===== config.mk =====
export PLATFORM = sky130hd
export DESIGN_NAME = index_reg_sequencer
export DESIGN_NICKNAME = d
export VERILOG_FILES = /design/src/rtl/index_reg_sequencer.sv
export SDC_FILE = /design/constraint.sdc
export NUM_CORES = 1
export LEC_CHECK = 0
export CAP_MARGIN = 10
export CORE_ASPECT_RATIO = 0.75
export CORE_UTILIZATION = 46
export CTS_CLUSTER_DIAMETER = 200
export DETAILED_ROUTE_END_ITERATION = 12
export GPL_TIMING_DRIVEN = 0
export MAX_ROUTING_LAYER = met4
export PLACE_DENSITY = 0.86
export RECOVER_POWER = 50
export SYNTH_ARGS = -nofsm -noshare
export SYNTH_HDL_FRONTEND = slang
export SYNTH_SLANG_ARGS = --single-unit

===== constraint.sdc =====
create_clock -name clk -period 3.3 [get_ports clk]
set_input_delay 0.66 -clock clk [delete_from_list [all_inputs] [get_ports clk]]
set_output_delay 0.66 -clock clk [all_outputs]
set_load 0.01 [all_outputs]

===== src/rtl/index_reg_sequencer.sv =====
// index_reg_sequencer: sequences the 65C02 X/Y index registers for
// LDX/LDY/INX/INY/DEX/DEY/TAX/TAY/TSX. It takes a decoded opcode, waits for a
// bus operand where the opcode needs one, and issues one load/inc/dec strobe.
// It then reports N/Z to the status register. CPU RDY low freezes the sequencer.
// Optional build macro: INDEX_FLAG_BYPASS_EN. When defined, there is no FLAGS
// state. N/Z are computed from the value being written and reported together
// with the strobe, which makes every operation one cycle shorter.
module index_reg_sequencer #(
    parameter int DATA_W       = 8,
    parameter int MEM_WAIT_MAX = 15
) (
    input  logic              clk,
    input  logic              reset_n,
    input  logic              op_valid,
    output logic              op_ready,
    input  logic [7:0]        opcode,
    input  logic              rdy,
    input  logic              db_valid,
    input  logic [DATA_W-1:0] db_in,
    input  logic [DATA_W-1:0] a_in,
    input  logic [DATA_W-1:0] s_in,
    input  logic [DATA_W-1:0] x_q,
    input  logic [DATA_W-1:0] y_q,
    output logic              x_load,
    output logic              x_inc,
    output logic              x_dec,
    output logic              y_load,
    output logic              y_inc,
    output logic              y_dec,
    output logic [DATA_W-1:0] x_data,
    output logic [DATA_W-1:0] y_data,
    output logic              flag_we,
    output logic              flag_n,
    output logic              flag_z,
    output logic              done,
    output logic              err,
    output logic              busy
);

    localparam logic [1:0] S_IDLE         = 2'd0;
    localparam logic [1:0] S_WAIT_OPERAND = 2'd1;
    localparam logic [1:0] S_WRITE        = 2'd2;
    localparam logic [1:0] S_FLAGS        = 2'd3;

    localparam logic [1:0] K_LOAD = 2'd0;
    localparam logic [1:0] K_INC  = 2'd1;
    localparam logic [1:0] K_DEC  = 2'd2;

    localparam logic [1:0] SRC_BUS = 2'd0;
    localparam logic [1:0] SRC_A   = 2'd1;
    localparam logic [1:0] SRC_S   = 2'd2;

    // LDX/LDY in immediate, zero-page and absolute forms; the operand comes from the bus.
    function automatic logic is_operand_op(input logic [7:0] op);
        return op inside {8'hA2, 8'hA6, 8'hAE, 8'hA0, 8'hA4, 8'hAC};
    endfunction

    function automatic logic is_supported(input logic [7:0] op);
        return is_operand_op(op) ||
               (op inside {8'hE8, 8'hCA, 8'hC8, 8'h88, 8'hAA, 8'hA8, 8'hBA});
    endfunction

    logic [1:0]        r_state;
    logic [7:0]        r_wait_cnt;
    logic [7:0]        r_opcode;
    logic [DATA_W-1:0] r_operand;
    logic              r_err_pulse;

    logic              w_accept;
    logic              w_wait_last;
    logic              w_tgt_y;
    logic [1:0]        w_kind;
    logic [1:0]        w_src;
    logic [DATA_W-1:0] w_load_val;
    logic [DATA_W-1:0] w_tgt_q;
    logic              w_strobe;
    logic              w_flag_fire;
    logic [DATA_W-1:0] w_flag_val;

    assign w_accept    = op_valid & op_ready;
    assign w_wait_last = (r_wait_cnt == 8'(MEM_WAIT_MAX - 1));

    // Decode the latched opcode into a target register, an operation and a load source.
    always_comb begin
        // NOTE: each output gets a default before the case, so an unlisted opcode cannot infer a latch.
        w_tgt_y = 1'b0;
        w_kind  = K_LOAD;
        w_src   = SRC_BUS;
        case (r_opcode)
            8'hA0, 8'hA4, 8'hAC: w_tgt_y = 1'b1;
            8'hE8:               w_kind  = K_INC;
            8'hCA:               w_kind  = K_DEC;
            8'hC8:               begin w_tgt_y = 1'b1; w_kind = K_INC; end
            8'h88:               begin w_tgt_y = 1'b1; w_kind = K_DEC; end
            8'hAA:               w_src   = SRC_A;
            8'hA8:               begin w_tgt_y = 1'b1; w_src = SRC_A; end
            8'hBA:               w_src   = SRC_S;
            default:             ;
        endcase
    end

    assign w_load_val = (w_src == SRC_A) ? a_in :
                        (w_src == SRC_S) ? s_in : r_operand;
    assign w_tgt_q    = w_tgt_y ? y_q : x_q;
    assign w_strobe   = (r_state == S_WRITE) & rdy;

`ifdef INDEX_FLAG_BYPASS_EN
    // Predict the written value so that N/Z can be reported together with the strobe.
    always_comb begin
        w_flag_val = w_load_val;
        if (w_kind == K_INC) begin
            w_flag_val = w_tgt_q + DATA_W'(1);
        end else if (w_kind == K_DEC) begin
            w_flag_val = w_tgt_q - DATA_W'(1);
        end
    end
    assign w_flag_fire = w_strobe;
`else
    assign w_flag_val  = w_tgt_q;
    assign w_flag_fire = (r_state == S_FLAGS) & rdy;
`endif

    // FSM, operand capture and wait timeout. Nothing advances while rdy is low.
    always_ff @(posedge clk or negedge reset_n) begin
        if (!reset_n) begin
            r_state     <= S_IDLE;
            r_wait_cnt  <= '0;
            r_opcode    <= '0;
            r_operand   <= '0;
            r_err_pulse <= 1'b0;
        end else begin
            // NOTE: state registers use non-blocking assignments, so every branch reads the pre-edge values.
            r_err_pulse <= 1'b0;
            case (r_state)
                S_IDLE: begin
                    if (w_accept) begin
                        r_opcode   <= opcode;
                        r_wait_cnt <= '0;
                        if (!is_supported(opcode)) begin
                            r_err_pulse <= 1'b1;
                        end else if (is_operand_op(opcode)) begin
                            r_state <= S_WAIT_OPERAND;
                        end else begin
                            r_state <= S_WRITE;
                        end
                    end
                end
                S_WAIT_OPERAND: begin
                    if (rdy) begin
                        if (db_valid) begin
                            r_operand <= db_in;
                            r_state   <= S_WRITE;
                        end else if (w_wait_last) begin
                            r_wait_cnt  <= '0;
                            r_err_pulse <= 1'b1;
                            r_state     <= S_IDLE;
                        end else begin
                            r_wait_cnt <= r_wait_cnt + 8'd1;
                        end
                    end
                end
                S_WRITE: begin
                    if (rdy) begin
`ifdef INDEX_FLAG_BYPASS_EN
                        r_state <= S_IDLE;
`else
                        r_state <= S_FLAGS;
`endif
                    end
                end
                S_FLAGS: begin
                    if (rdy) begin
                        r_state <= S_IDLE;
                    end
                end
                default: r_state <= S_IDLE;
            endcase
        end
    end

    assign op_ready = (r_state == S_IDLE) & rdy;
    assign busy     = (r_state != S_IDLE);

    assign x_load = w_strobe & ~w_tgt_y & (w_kind == K_LOAD);
    assign x_inc  = w_strobe & ~w_tgt_y & (w_kind == K_INC);
    assign x_dec  = w_strobe & ~w_tgt_y & (w_kind == K_DEC);
    assign y_load = w_strobe &  w_tgt_y & (w_kind == K_LOAD);
    assign y_inc  = w_strobe &  w_tgt_y & (w_kind == K_INC);
    assign y_dec  = w_strobe &  w_tgt_y & (w_kind == K_DEC);

    assign x_data = x_load ? w_load_val : '0;
    assign y_data = y_load ? w_load_val : '0;

    assign flag_we = w_flag_fire;
    assign flag_n  = w_flag_fire & w_flag_val[DATA_W-1];
    assign flag_z  = w_flag_fire & (w_flag_val == '0);
    assign done    = w_flag_fire | r_err_pulse;
    assign err     = r_err_pulse;

endmodule


==> key figures <==
GRT
  • Vias in the first global route: 1851
  • Initial antenna violation count: 0
  • Grt ovf: 0
  • GRT Overall Usage: 0.260
  • Global-route wire length before repair: 8830 µm
  • Largest net degree at the start of global routing: 28

Synthesis
  • Ys async rst share: 1.00
  • Ys Warns: 0
  • #FFs+latches synth: 27
  • Synth area leaders: dfrtp_1 35%, nor2_1 7.4%, nor4_1 7.1%, mux2_1 5.8%, nor4b_1 4.1%
  • Post-synth EDFFs: 0
  • Simple-gate share of the synthesized area: 0.340
  • Share of the synthesized area in the top cell type: 0.349
  • Largest area contributor in the netlist: dfrtp_1
  • Mux share of post-synthesis cell area: 0.0872
  • Adder-cell area share of the yosys netlist: 0.0181
  • Largest family of logic cells by synthesized area: simple AND/OR/NAND/NOR gates
  • Mapped Area: 1940 µm²
  • Syn_area_per_cell: 8.88 µm²
  • Register area share after synthesis: 0.349
  • Cells after synthesis: 218
  • Syn Nets: 273
  • Complex-gate fraction of the synthesized area: 0.141
  • Post-Synth XOR/XNOR Area: 0.0226
  • Primary FF master, synth: dfrtp_1
  • Synth cell types: 55

Floorplanning
  • Die area: 4480 µm²
  • Ports: 82
  • Chip Width: 76.9 µm
  • Starting Density: 0.478
  • Row count: 20
  • Die Ht: 58.2 µm
  • Core ar.: 4050 µm²

Pwr
  • Pwr/cell area: 552 nW/µm²
  • Leak Pwr: 1.11 nW
  • Sequential Power Share: 0.339
  • Cell Int Power: 0.925 mW
  • Total power: 1.60 mW
  • Comb power frac: 0.535
  • Peak supply drop: 0.000309 V
  • Clock share of power: 0.126
  • Total net switching power: 0.672 mW
  • Switching share of power: 0.421

STA
  • Fmax: 311 MHz
  • Hold Vio Cnt, Final: 0
  • Final Critical Period: 3.21 ns
  • Max-slew violations: 0
  • Hold slack: 0.502 ns
  • Setup TNS: 0 ns
  • Final period utilization: 0.973
  • Final Setup Violations: 0
  • Slew @ Worst Pin: 1.47 ns
  • Setup Skew: 0.00785 ns
  • Slew margin rel.: 0.0167

Min path
  • Hold endpoint: r_opcode[2]$_DFFE_PN0P_
  • HP Class: reg2reg
  • Hold path depth: 1
  • Min-delay src: r_opcode[2]$_DFFE_PN0P_

Setup path
  • FF-to-FF setup slack: 1.23 ns
  • FF-to-FF path depth: 5
  • Critical Path RT: 2.64 ns
  • FF-to-FF Start: r_state[0]$_DFFE_PN0P_
  • CP Data Arrival Time: 2.55 ns
  • CP endpoint kind: primary output
  • Startpoint types: flip-flop
  • Crit Path Max Fanout: 9
  • Worst Path Class, Setup: reg2out
  • FF-to-FF End: r_operand[5]$_DFFE_PN0P_

Route
  • Pre-antenna DRT Iters: 4
  • Detailed-route DRC error count: 0
  • Routed via count: 2052
  • Routed Antenna Nets: 0
  • Routed WL per cell: 15.3 µm
  • Vias per cell: 5.75
  • Initial DRC Count: 186
  • Detailed Route WL: 5480 µm

Finish
  • Area of the multi-input gates: 1230 µm²
  • Area growth syn-to-layout: 49.5%
  • FILL cells: 306
  • Share of layout cells above drive strength 1: 0.0960
  • Fin cells: 357
  • Register Area: 676 µm²
  • Antenna cell count: 0
  • Final core occ: 0.714
  • Fin nets: 358

Clock network
  • Clock Sinks: 27
  • CTS buffer count: 3
  • Post-CTS Hold Fix Bufs: 0
  • Clk slew on worst S/H paths: 0.10 ns
  • CTS max path bufs: 2
  • Root Buffer: clkbuf_8
  • CTS tree: done
  • # Post-CTS Setup Buffers: 0
  • H-tree level count: 1
  • Clock Latency Late Sink: 0.28 ns

Placed design
  • DP HPWL: 4240 µm
  • Placed Cells: 353
  • IO Port Bufs: 80
  • Routability Congestion: 0.901

Run status
  • Status: complete, no violations

Job
  • Max_cap viols: 0
[registers in the layout (all words and copies together), names as in the netlist]
register / flops
r_opcode: 8
r_wait_cnt: 8
err: 1
r_operand: 8
r_state: 2
[placed cells by master, fill, tap and decap left out, types with 6 or more instances in the layout]
master,count
inv_1,6
nand2b_1,7
nor4b_1,9
clkbuf_1,8
dfrtp_1,27
nor4_1,17
o21a_1,8
clkdlybuf4s50_1,76
mux2_1,10
nor2_1,39
[synth_stat cells, types with 3 or more instances]
cell type and count:
o21a_1 8, o211ai_1 3, mux2_2 5, nor4_1 22, nand2b_1 7, xor2_1 3
buf_2 7, a21oi_1 3, nand3_1 5, inv_1 5, o21ai_0 3, nor3b_1 3
nor2_1 38, dfrtp_1 27, nand2_1 6, clkbuf_1 5, mux2_1 10, nor4b_1 9
[per-layer routing]
metal | vias up | wire, µm | GRT usage | share of wire
met5 | - | 0 | - | 0
met4 | 0 | 53 | 0.0659 | 0.0097
met3 | 6 | 365 | 0.0520 | 0.067
met2 | 85 | 2540 | 0.401 | 0.46
met1 | 968 | 2520 | 0.352 | 0.46
li1 | 993 | - | - | -
[kinds of logic after synthesis]
kind of cell | after synthesis
mux | 15
buf+inv | 19
compound gates | 35
simple gates | 114
fa+ha+maj | 3
xor+xnor | 5
flops | 27
[worst max path at each step]
stage                            start         to  slack [ns]  depth (start not counted)
2_1_floorplan                      rdy  x_data[7]        0.84                          5
3_3_place_gp                       rdy  y_data[4]        0.25                          6
3_5_place_dp                       rdy  x_data[7]        0.20                          6
4_1_cts        r_opcode[5]$_DFFE_PN0P_  y_data[4]        0.04                          7
5_1_grt        r_opcode[5]$_DFFE_PN0P_  y_data[2]       -0.02                          7
6_report       r_opcode[1]$_DFFE_PN0P_  x_data[7]        0.09                          4
[critical path, stage by stage (launching register included)]
cell and delay [ns]:
dfrtp_1 0.49, maj3_1 0.39, o311ai_2 0.69, nor4_1 0.15
clkdlybuf4s50_1 0.54
[power by group through the flow]
| stage | registers, mW | clock network, mW | logic (mW) |
|---|---|---|---|
| after floorplan | 0.519 | 0 | 0.557 |
| after global placement | 0.537 | 0 | 0.804 |
| after detailed placement | 0.544 | 0 | 0.823 |
| after CTS | 0.537 | 0.207 | 0.834 |
| after global routing | 0.557 | 0.223 | 0.933 |
| final | 0.542 | 0.201 | 0.854 |
[layout make-up]
class | count | area share
plain buffers | 12 | 0.0177
clock buffers | 3 | 0.0143
clock inverters | 1 | 0.00303
inverters | 7 | 0.00908
multi-input cells | 172 | 0.424
flip-flops and latches | 27 | 0.233
well taps | 55 | 0.0238
repair buffers | 80 | 0.275
[per-stage QoR]
stage               setup WS [ns]  cell area [µm²]
global placement            0.254             2810
floorplan                   0.838             1940
detailed placement          0.196             2810
finish                     0.0885             2900
global route              -0.0161             2900
CTS                        0.0441             2860
[what timing repair did]
item                                    CTS  global route
gates cloned                              0             0
endpoints found under the setup margin    1            11
resized for setup                         1             8
(Power assumes the default switching activity.)
